### src/rtl/per2axi_res_arbiter_if.sv
// Bundle of the per2axi response-arbiter signals: request issue, AXI R/B, peripheral response.
// The slave modport is the arbiter; the master modport is the surrounding datapath.
interface per2axi_res_arbiter_if #(
   parameter int unsigned PER_ID_WIDTH = 5,
   parameter int unsigned AXI_ID_WIDTH = 3
);
   logic                    req_valid_i;
   logic [AXI_ID_WIDTH-1:0] req_id_i;
   logic                    req_atop_i;
   logic                    req_ready_o;

   logic                    r_valid_i;
   logic [AXI_ID_WIDTH-1:0] r_id_i;
   logic                    r_last_i;
   logic                    r_ready_o;

   logic                    b_valid_i;
   logic [AXI_ID_WIDTH-1:0] b_id_i;
   logic                    b_ready_o;

   logic                    res_valid_o;
   logic                    res_sel_b_o;
   logic [PER_ID_WIDTH-1:0] res_id_o;
   logic                    atop_capture_o;
   logic                    spurious_o;

   modport slave (
      input  req_valid_i, req_id_i, req_atop_i,
      output req_ready_o,
      input  r_valid_i, r_id_i, r_last_i,
      output r_ready_o,
      input  b_valid_i, b_id_i,
      output b_ready_o,
      output res_valid_o, res_sel_b_o, res_id_o, atop_capture_o, spurious_o
   );

   modport master (
      output req_valid_i, req_id_i, req_atop_i,
      input  req_ready_o,
      output r_valid_i, r_id_i, r_last_i,
      input  r_ready_o,
      output b_valid_i, b_id_i,
      input  b_ready_o,
      input  res_valid_o, res_sel_b_o, res_id_o, atop_capture_o, spurious_o
   );
endinterface

### src/rtl/per2axi_res_arbiter.sv
// Response-side scheduler for per2axi: per-ID outstanding tracking, issue backpressure,
// round-robin R/B arbitration onto one peripheral response port, atomic R+B pairing.
module per2axi_res_arbiter #(
   parameter int unsigned PER_ID_WIDTH = 5,
   parameter int unsigned AXI_ID_WIDTH = 3,
   parameter int unsigned MAX_OUTST    = 2
) (
   input  logic                  clk_i,
   input  logic                  rst_ni,
   per2axi_res_arbiter_if.slave  bus
);
   localparam int unsigned CW = $clog2(MAX_OUTST + 1);
   typedef logic [CW-1:0] cnt_t;
   typedef enum logic {PRIO_R = 1'b0, PRIO_B = 1'b1} prio_e;

   cnt_t                    cnt_q [PER_ID_WIDTH];
   cnt_t                    cnt_d [PER_ID_WIDTH];
   logic [PER_ID_WIDTH-1:0] atop_q, atop_d;
   logic [PER_ID_WIDTH-1:0] got_r_q, got_r_d;
   logic [PER_ID_WIDTH-1:0] got_b_q, got_b_d;
   prio_e                   prio_q, prio_d;

   logic                    req_legal, req_busy, req_ready, accept;
   cnt_t                    req_cnt;
   logic [PER_ID_WIDTH-1:0] req_onehot;

   logic                    contested, r_ready, b_ready, r_hs, b_hs, hs;
   logic [AXI_ID_WIDTH-1:0] rsp_id;
   logic                    rsp_legal, rsp_atop, rsp_got_r, rsp_got_b;
   cnt_t                    rsp_cnt;
   logic [PER_ID_WIDTH-1:0] rsp_onehot;

   // Per-ID lookups are decoded by comparison so that illegal IDs never index the arrays.
   always_comb begin
      req_legal  = 1'b0;
      req_busy   = 1'b0;
      req_cnt    = '0;
      req_onehot = '0;
      rsp_legal  = 1'b0;
      rsp_atop   = 1'b0;
      rsp_got_r  = 1'b0;
      rsp_got_b  = 1'b0;
      rsp_cnt    = '0;
      rsp_onehot = '0;
      for (int unsigned i = 0; i < PER_ID_WIDTH; i++) begin
         if (32'(bus.req_id_i) == i) begin
            req_legal     = 1'b1;
            req_busy      = atop_q[i];
            req_cnt       = cnt_q[i];
            req_onehot[i] = 1'b1;
         end
         if (32'(rsp_id) == i) begin
            rsp_legal     = 1'b1;
            rsp_atop      = atop_q[i];
            rsp_got_r     = got_r_q[i];
            rsp_got_b     = got_b_q[i];
            rsp_cnt       = cnt_q[i];
            rsp_onehot[i] = 1'b1;
         end
      end
   end

   assign req_ready = req_legal && !req_busy &&
                      (bus.req_atop_i ? (req_cnt == '0) : (req_cnt < cnt_t'(MAX_OUTST)));
   assign accept    = bus.req_valid_i && req_ready;

   assign contested = bus.r_valid_i && bus.b_valid_i;
   assign r_ready   = !contested || (prio_q == PRIO_R);
   assign b_ready   = !contested || (prio_q == PRIO_B);
   assign r_hs      = bus.r_valid_i && r_ready;
   assign b_hs      = bus.b_valid_i && b_ready;
   assign hs        = r_hs || b_hs;
   assign rsp_id    = b_hs ? bus.b_id_i : bus.r_id_i;

   assign bus.req_ready_o = req_ready;
   assign bus.r_ready_o   = r_ready;
   assign bus.b_ready_o   = b_ready;

   always_comb begin
      logic rsp_dec, rsp_done;
      bus.res_valid_o    = 1'b0;
      bus.res_sel_b_o    = 1'b0;
      bus.res_id_o       = '0;
      bus.atop_capture_o = 1'b0;
      bus.spurious_o     = 1'b0;
      rsp_dec            = 1'b0;
      rsp_done           = 1'b0;
      cnt_d              = cnt_q;
      atop_d             = atop_q;
      got_r_d            = got_r_q;
      got_b_d            = got_b_q;
      prio_d             = prio_q;

      if (contested) prio_d = (prio_q == PRIO_R) ? PRIO_B : PRIO_R;

      if (hs) begin
         if (!rsp_legal || rsp_cnt == '0) begin
            bus.spurious_o = 1'b1;
         end else if (rsp_atop) begin
            bus.atop_capture_o = r_hs;
            // The pair completes on whichever handshake arrives second; that one carries the response.
            if (r_hs ? rsp_got_b : rsp_got_r) begin
               bus.res_valid_o = 1'b1;
               bus.res_sel_b_o = 1'b1;
               rsp_done        = 1'b1;
            end else if (r_hs) begin
               got_r_d = got_r_q | rsp_onehot;
            end else begin
               got_b_d = got_b_q | rsp_onehot;
            end
         end else begin
            bus.res_valid_o = 1'b1;
            bus.res_sel_b_o = b_hs;
            rsp_dec         = b_hs || bus.r_last_i;
         end
         if (bus.res_valid_o) bus.res_id_o = rsp_onehot;
      end

      if (rsp_done) begin
         atop_d  = atop_q & ~rsp_onehot;
         got_r_d = got_r_q & ~rsp_onehot;
         got_b_d = got_b_q & ~rsp_onehot;
      end
      if (accept && bus.req_atop_i) begin
         atop_d  = atop_d | req_onehot;
         got_r_d = got_r_d & ~req_onehot;
         got_b_d = got_b_d & ~req_onehot;
      end

      for (int unsigned i = 0; i < PER_ID_WIDTH; i++) begin
         if (rsp_onehot[i] && rsp_dec)  cnt_d[i] = cnt_d[i] - cnt_t'(1);
         if (rsp_onehot[i] && rsp_done) cnt_d[i] = '0;
         if (req_onehot[i] && accept)   cnt_d[i] = cnt_d[i] + cnt_t'(1);
      end
   end

   always_ff @(posedge clk_i or negedge rst_ni) begin
      if (!rst_ni) begin
         cnt_q   <= '{default: '0};
         atop_q  <= '0;
         got_r_q <= '0;
         got_b_q <= '0;
         prio_q  <= PRIO_R;
      end else begin
         cnt_q   <= cnt_d;
         atop_q  <= atop_d;
         got_r_q <= got_r_d;
         got_b_q <= got_b_d;
         prio_q  <= prio_d;
      end
   end
endmodule

### src/flat_wrapper.sv
// flat-port wrapper written by rule: the top's interface ports become plain ports
module per2axi_res_arbiter_flat 
#(
   parameter int unsigned PER_ID_WIDTH = 5,
   parameter int unsigned AXI_ID_WIDTH = 3,
   parameter int unsigned MAX_OUTST    = 2
)
  (clk_i, rst_ni, bus_req_valid_i, bus_req_id_i, bus_req_atop_i, bus_req_ready_o, bus_r_valid_i, bus_r_id_i, bus_r_last_i, bus_r_ready_o, bus_b_valid_i, bus_b_id_i, bus_b_ready_o, bus_res_valid_o, bus_res_sel_b_o, bus_res_id_o, bus_atop_capture_o, bus_spurious_o);
  per2axi_res_arbiter_if #(.PER_ID_WIDTH(PER_ID_WIDTH), .AXI_ID_WIDTH(AXI_ID_WIDTH)) bus_i ();
  input  logic clk_i;
  input  logic rst_ni;
  input wire logic [$bits(bus_i.req_valid_i)-1:0] bus_req_valid_i;
  input wire logic [$bits(bus_i.req_id_i)-1:0] bus_req_id_i;
  input wire logic [$bits(bus_i.req_atop_i)-1:0] bus_req_atop_i;
  output wire logic [$bits(bus_i.req_ready_o)-1:0] bus_req_ready_o;
  input wire logic [$bits(bus_i.r_valid_i)-1:0] bus_r_valid_i;
  input wire logic [$bits(bus_i.r_id_i)-1:0] bus_r_id_i;
  input wire logic [$bits(bus_i.r_last_i)-1:0] bus_r_last_i;
  output wire logic [$bits(bus_i.r_ready_o)-1:0] bus_r_ready_o;
  input wire logic [$bits(bus_i.b_valid_i)-1:0] bus_b_valid_i;
  input wire logic [$bits(bus_i.b_id_i)-1:0] bus_b_id_i;
  output wire logic [$bits(bus_i.b_ready_o)-1:0] bus_b_ready_o;
  output wire logic [$bits(bus_i.res_valid_o)-1:0] bus_res_valid_o;
  output wire logic [$bits(bus_i.res_sel_b_o)-1:0] bus_res_sel_b_o;
  output wire logic [$bits(bus_i.res_id_o)-1:0] bus_res_id_o;
  output wire logic [$bits(bus_i.atop_capture_o)-1:0] bus_atop_capture_o;
  output wire logic [$bits(bus_i.spurious_o)-1:0] bus_spurious_o;
  assign bus_i.req_valid_i = bus_req_valid_i;
  assign bus_i.req_id_i = bus_req_id_i;
  assign bus_i.req_atop_i = bus_req_atop_i;
  assign bus_req_ready_o = bus_i.req_ready_o;
  assign bus_i.r_valid_i = bus_r_valid_i;
  assign bus_i.r_id_i = bus_r_id_i;
  assign bus_i.r_last_i = bus_r_last_i;
  assign bus_r_ready_o = bus_i.r_ready_o;
  assign bus_i.b_valid_i = bus_b_valid_i;
  assign bus_i.b_id_i = bus_b_id_i;
  assign bus_b_ready_o = bus_i.b_ready_o;
  assign bus_res_valid_o = bus_i.res_valid_o;
  assign bus_res_sel_b_o = bus_i.res_sel_b_o;
  assign bus_res_id_o = bus_i.res_id_o;
  assign bus_atop_capture_o = bus_i.atop_capture_o;
  assign bus_spurious_o = bus_i.spurious_o;
  per2axi_res_arbiter #(.PER_ID_WIDTH(PER_ID_WIDTH), .AXI_ID_WIDTH(AXI_ID_WIDTH), .MAX_OUTST(MAX_OUTST)) u_core (.clk_i(clk_i), .rst_ni(rst_ni), .bus(bus_i));
endmodule
### config.mk
export PLATFORM = sky130hd
export DESIGN_NAME = per2axi_res_arbiter_flat
export DESIGN_NICKNAME = d
export VERILOG_FILES = /design/src/rtl/per2axi_res_arbiter_if.sv /design/src/rtl/per2axi_res_arbiter.sv /design/src/flat_wrapper.sv
export SDC_FILE = /design/constraint.sdc
export NUM_CORES = 1
export LEC_CHECK = 0
export ABC_AREA = 0
export CAP_MARGIN = 30
export CORE_MARGIN = 10
export CORE_UTILIZATION = 35
export CTS_BUF_LIST = sky130_fd_sc_hd__clkbuf_8
export CTS_CLUSTER_DIAMETER = 30
export DETAILED_ROUTE_END_ITERATION = 16
export DONT_BUFFER_PORTS = 1
export SLEW_MARGIN = 20
export SYNTH_ARGS = -nofsm -noshare
export SYNTH_HDL_FRONTEND = slang
export SYNTH_SLANG_ARGS = --single-unit
### constraint.sdc
create_clock -name clk_i -period 8.6 [get_ports clk_i]
set_input_delay 1.72 -clock clk_i [delete_from_list [all_inputs] [get_ports clk_i]]
set_output_delay 1.72 -clock clk_i [all_outputs]
set_load 0.03 [all_outputs]
# After elaboration in Yosys (flattened, before gate mapping)
# Cells that the tools add are included.
[totals]
regBits = 26
input_bits = 16
output_inout_bits = 12
[classes]
add_sub_neg = 10
order_cmp = 1
eq_ne = 8
mux = 104
bitwise = 11
n_reduce_logical = 34
[ops]
columns = ["op", "count"]
rows = [
  ["$mux W5", 18],
  ["$mux W1", 60],
  ["$mux W2", 25],
  ["$and A5 B5 Y5", 5],
  ["$logic_and A1 B1 Y1", 22],
  ["$or A5 B5 Y5", 3],
  ["$eq A3 B2 Y1 const B", 4],
  ["$add A2 B1 Y2 const B", 5],
  ["$not A5 Y5", 2],
  ["$sub A2 B1 Y2 const B", 5],
  ["$eq A3 B1 Y1 const B", 2],
  ["$eq A3 B3 Y1 const B", 2],
  ["$logic_not A3 Y1", 2],
  ["$logic_or A1 B1 Y1", 5],
  ["$logic_not A2 Y1", 2],
  ["$logic_not A1 Y1", 3],
  ["$mux W3", 1],
  ["$lt A2 B2 Y1 const B", 1],
  ["$not A1 Y1", 1],
]

# Logic depth before layout (Yosys ltp)
[logic_depth]
ltp_word = 20
ltp_mapped = 11
mapped_depth_nobuf = 7

# Least setup slack after synthesis
# OpenSTA, ideal clock, no wires.
[synth_path]
path_type = "input port to output port"
from = "input bus_r_valid_i"
to = "output bus_res_sel_b_o"
arrival_ns = 3.943
required_time_ns = 6.880
slack_ns = 2.937
cell_stages = 10
path_buffers = 3
cell_sequence = "buf_2 nor2b_4 buf_6 nor2_2 o221ai_1 a221oi_1 o21ai_1 buf_2 a211o_1 a21oi_1"
[synth_via]
elab_chain_cells = 16
word_cells_on_any_way = 46
cone_classes = "4 x eq/ne; 31 x mux; 11 x reduce/logical"
[synth_lines]
columns = ["item", "line_no", "rtl"]
rows = [
  ["start, declared", "flat_wrapper.sv:16", "input wire logic [$bits(bus_i.r_valid_i)-1:0] bus_r_valid_i;"],
  ["$logic_and A1 B1 Y1", "per2axi_res_arbiter.sv:67", "assign contested = bus.r_valid_i && bus.b_valid_i;"],
  ["$logic_not A1 Y1", "per2axi_res_arbiter.sv:68, per2axi_res_arbiter.sv:69", ""],
  ["$logic_or A1 B1 Y1", "per2axi_res_arbiter.sv:69", "assign b_ready = !contested || (prio_q == PRIO_B);"],
  ["$logic_and A1 B1 Y1", "per2axi_res_arbiter.sv:71", "assign b_hs = bus.b_valid_i && b_ready;"],
  ["$mux W3", "per2axi_res_arbiter.sv:73", "assign rsp_id = b_hs ? bus.b_id_i : bus.r_id_i;"],
  ["$logic_not A3 Y1", "per2axi_res_arbiter.sv:52", "if (32'(rsp_id) == i) begin"],
  ["$mux W1 (5 in series)", "per2axi_res_arbiter.sv:52", ""],
  ["$mux W1 (2 in series)", "per2axi_res_arbiter.sv:102", "if (r_hs ? rsp_got_b : rsp_got_r) begin"],
  ["$mux W1", "per2axi_res_arbiter.sv:99", "end else if (rsp_atop) begin"],
  ["$mux W1", "per2axi_res_arbiter.sv:97", "if (!rsp_legal || rsp_cnt == '0) begin"],
  ["$mux W1 *", "per2axi_res_arbiter.sv:96", "if (hs) begin"],
  ["end, declared", "flat_wrapper.sv:24", "output wire logic [$bits(bus_i.res_sel_b_o)-1:0] bus_res_sel_b_o;"],
]
# Mark *: on every way between the ends. The rest lies on a longest branch, timed or not.

# Worst setup path in the final report
[layout_path]
from = "input bus_b_valid_i"
to = "output bus_res_sel_b_o"
[layout_via]
elab_chain_cells = 16
word_cells_on_any_way = 46
cone_classes = "4 x eq/ne; 31 x mux; 11 x reduce/logical"
[layout_lines]
columns = ["item", "line_no", "rtl"]
rows = [
  ["start, declared", "flat_wrapper.sv:20", "input wire logic [$bits(bus_i.b_valid_i)-1:0] bus_b_valid_i;"],
  ["$logic_and A1 B1 Y1", "per2axi_res_arbiter.sv:67", ""],
  ["$logic_not A1 Y1", "per2axi_res_arbiter.sv:68, per2axi_res_arbiter.sv:69", ""],
  ["$logic_or A1 B1 Y1", "per2axi_res_arbiter.sv:69", ""],
  ["$logic_and A1 B1 Y1", "per2axi_res_arbiter.sv:71", ""],
  ["$mux W3", "per2axi_res_arbiter.sv:73", ""],
  ["$logic_not A3 Y1", "per2axi_res_arbiter.sv:52", ""],
  ["$mux W1 (5 in series)", "per2axi_res_arbiter.sv:52", ""],
  ["$mux W1 (2 in series)", "per2axi_res_arbiter.sv:102", ""],
  ["$mux W1", "per2axi_res_arbiter.sv:99", ""],
  ["$mux W1", "per2axi_res_arbiter.sv:97", ""],
  ["$mux W1 *", "per2axi_res_arbiter.sv:96", ""],
]
# Marked as above.

==> impl_metrics.ini <==
[final_layout]
multiInputGateArea_sq_um = 1398
finalNonFillerCells = 342
antenna_cells = 0
fillers = 635
drive_above_1_share = 0.1011
fin_nets = 284
syn_to_final_growth_pct = 3.529
regArea_sq_um = 650.6
post-route-util = 0.3777

[run_status]
outcome = finished clean

[route]
wl_met3_um = 660
wl_per_cell_um = 19.73
routed_via_density = 6.450
vias = 2206
drc_errors = 0
top_layer = met4
drtAntennaViolNets = 0
drtIter0Drc = 265
dr.pass1.iters = 5
drt_wl_total_um = 6748
met1Wirelength_um = 2876
met2_length_um = 3040

[yosys]
synthesis.area_sq_um = 2198
ys_seq_area_frac = 0.2960
synth.area.top_cells = dfrtp_1 (30%), nand2_1 (5.5%), o21ai_0 (4.6%)
yosysWarningCount = 0
synth_commonest_cells = nand2_1 (32), dfrtp_1 (26), nor2_1 (22)
yosysTopAreaCell = dfrtp_1
synth_top_area_frac = 0.2960
synthArstFlopShare = 1.000
synth_cell_types = 61
synth_most_common_cell = nand2_1
synthMuxAreaShare = 0.02334
synth_edf_count = 0
synth_xor_area_frac = 0
ys_ff_latch = 26
syn_inst = 280
synth_simple_gate_area_share = 0.2823
synth_compound_area_frac = 0.3301
syn_avg_cell_area_sq_um = 7.851
syn-num-nets = 296
ys.flop_type = dfrtp_1
synth-adder-area-share = 0
synth_top_family_by_area = compound AO/OA/AOI/OAI gates

[job]
cap_violations = 0

[pwr]
p_per_area_nw_per_um2 = 204.7
ir_drop_mv = 0.1124
leakagePower_nw = 0.8552

[floorplan]
rows = 28
dieHeight_um = 99.25
die-area_sq_um = 9851
die_w_um = 99.25
io_pins = 28
initial_utilization = 0.3648
core_sq_um = 6026

[sta]
period_share = 0.7073
hold_violations = 0
tightest_slew_ps = 863.0
max_clock_freq_mhz = 164.4
slew_headroom = 0.4229
finClkSkew_ps = 3.881
rsz0062_at_grt = no
tns_ps = 0
slew_viol_final = 0
setup_violations = 0
fin_crit_ps = 6083

[clocking]
insertion_delay_ps = 280
cts.repair.resized = 0
post_cts_buffers = 0
cts.clk_slew.worst_paths_ps = 90
cts_buffers = 3
cts_max_path_buffers = 2
clock-sinks = 26
hold_buffers = 0
cts_tree = yes
root_buffer = clkbuf_8
cts_htree_levels = 1

[global_routing]
grt_overflow_total = 0
grt_max_degree = 27
grt_pass1_vias = 2042
grt_pass1_wl_um = 10880
grtUsageTotal = 0.1333
antenna_found_initial = 0

[setup_path]
arrival_ps = 4360
worstSetupPathType = in -> out
critPathLaunchType = input pin
required_ps = 6880
critical_path.max_fanout = 20
endpoint_kind = output pin
reg2regPathDepth = 7

[placed_design]
dp_cells = 338
io_buffers = 0
dp_hpwl_um = 5193
finalWeightedCongestion = 0.9631

[min_path]
hold_path_depth = 1
worstHoldPathType = reg -> reg
==> metal layers <==
metal | up-vias | global-route usage
li1 | 1030 | -
met1 | 1054 | 0.1679
met2 | 106 | 0.2124
met3 | 16 | 0.04221
met4 | 0 | 0.03749
met5 | - | 0
==> where the power goes <==
group          switching, mW  leakage (nW)  total (mW)  internal, mW
logic                 0.0939         0.506       0.162        0.0684
clock network         0.0422        0.0357       0.105        0.0624
registers             0.0406         0.313       0.199         0.158
total                  0.177         0.855       0.466         0.289
==> per-stage QoR <==
step	instance area (sq um)	hold slack, ps	power [mW]	setup WS [ps]
after floorplan	2198	480.0	0.3274	2937
after global placement	2195	522.1	0.3591	2515
after detailed placement	2205	519.9	0.3610	2597
after CTS	2276	544.8	0.4673	2586
after global routing	2276	566.8	0.4995	2427
final	2276	535.6	0.4658	2517
==> logic make-up (layout without fill, tap and decap cells) <==
family	count (synthesis)	count (layout)
and+or+nand+nor	118	118
AOI/OAI and AO/OA	99	99
buffers and inverters	32	19
DFF	26	26
muxes	5	5
==> critical path, cell delays in order <==
cell and delay, ps:
inv_1 130, nor4b_1 630, nor2_1 240, o2bb2ai_1 240, o21ai_1 290, a211o_1 510, a21oi_1 600
==> layout by cell type (no fill, tap or decap), types with 2 or more instances in the layout <==
master / synthesis / layout
a211o_1: 3 / 3
a211oi_1: 4 / 4
a21bo_2: 2 / 2
a21oi_1: 19 / 19
a22o_1: 3 / 3
a31oi_1: 3 / 3
a32o_1: 8 / 8
a41oi_1: 2 / 2
and2_1: 2 / 2
and3_1: 2 / 2
buf_2: 6 / 2
clkbuf_8: 0 / 3
dfrtp_1: 26 / 26
inv_1: 12 / 12
mux2i_1: 4 / 4
nand2_1: 32 / 32
nand2b_1: 6 / 6
nand3_1: 14 / 14
nand3b_1: 4 / 4
nand4_1: 4 / 4
nand4b_1: 2 / 2
nor2_1: 22 / 22
nor2b_1: 2 / 2
nor3_1: 7 / 7
o2111ai_1: 5 / 5
o211ai_1: 3 / 3
o21a_1: 2 / 2
o21ai_0: 20 / 20
o221ai_1: 3 / 3
o22ai_1: 4 / 4
o2bb2ai_1: 3 / 3
o311a_1: 2 / 2
or2_2: 4 / 4
or3_1: 4 / 4
or3b_2: 2 / 2
or4_1: 2 / 2
==> worst paths after layout <==
kind                                             start                     endpoint  slack, ps
setup / recovery                         bus_b_valid_i              bus_res_sel_b_o       2520
hold / removal             u_core.got_b_q[4]$_DFF_PN0_  u_core.got_b_q[4]$_DFF_PN0_        540
setup reg to reg             u_core.prio_q$_DFFE_PN0N_    u_core.cnt_q[4]$_DFF_PN0_       5240
hold reg to reg            u_core.got_b_q[4]$_DFF_PN0_  u_core.got_b_q[4]$_DFF_PN0_        540
max in group asynchronous                       rst_ni    u_core.cnt_q[5]$_DFF_PN0_       7400
min in group asynchronous                       rst_ni   u_core.atop_q[4]$_DFF_PN0_       1120
==> state kept, by name, indices dropped and copies added, names as in the netlist <==
| name | count |
|---|---|
| u_core.atop_q | 5 |
| u_core.cnt_q | 10 |
| u_core.got_b_q | 5 |
| u_core.got_r_q | 5 |
| u_core.prio_q | 1 |
==> area by class of cell <==
type | count | share of cell area
multi-input combinational | 222 | 0.6141
tap | 75 | 0.04123
sequential | 26 | 0.2859
timing repair buffer | 3 | 0.007697
inverter | 12 | 0.01979
clock inverter | 1 | 0.01319
clock buffer | 3 | 0.01814
(Power assumes the default switching activity.)
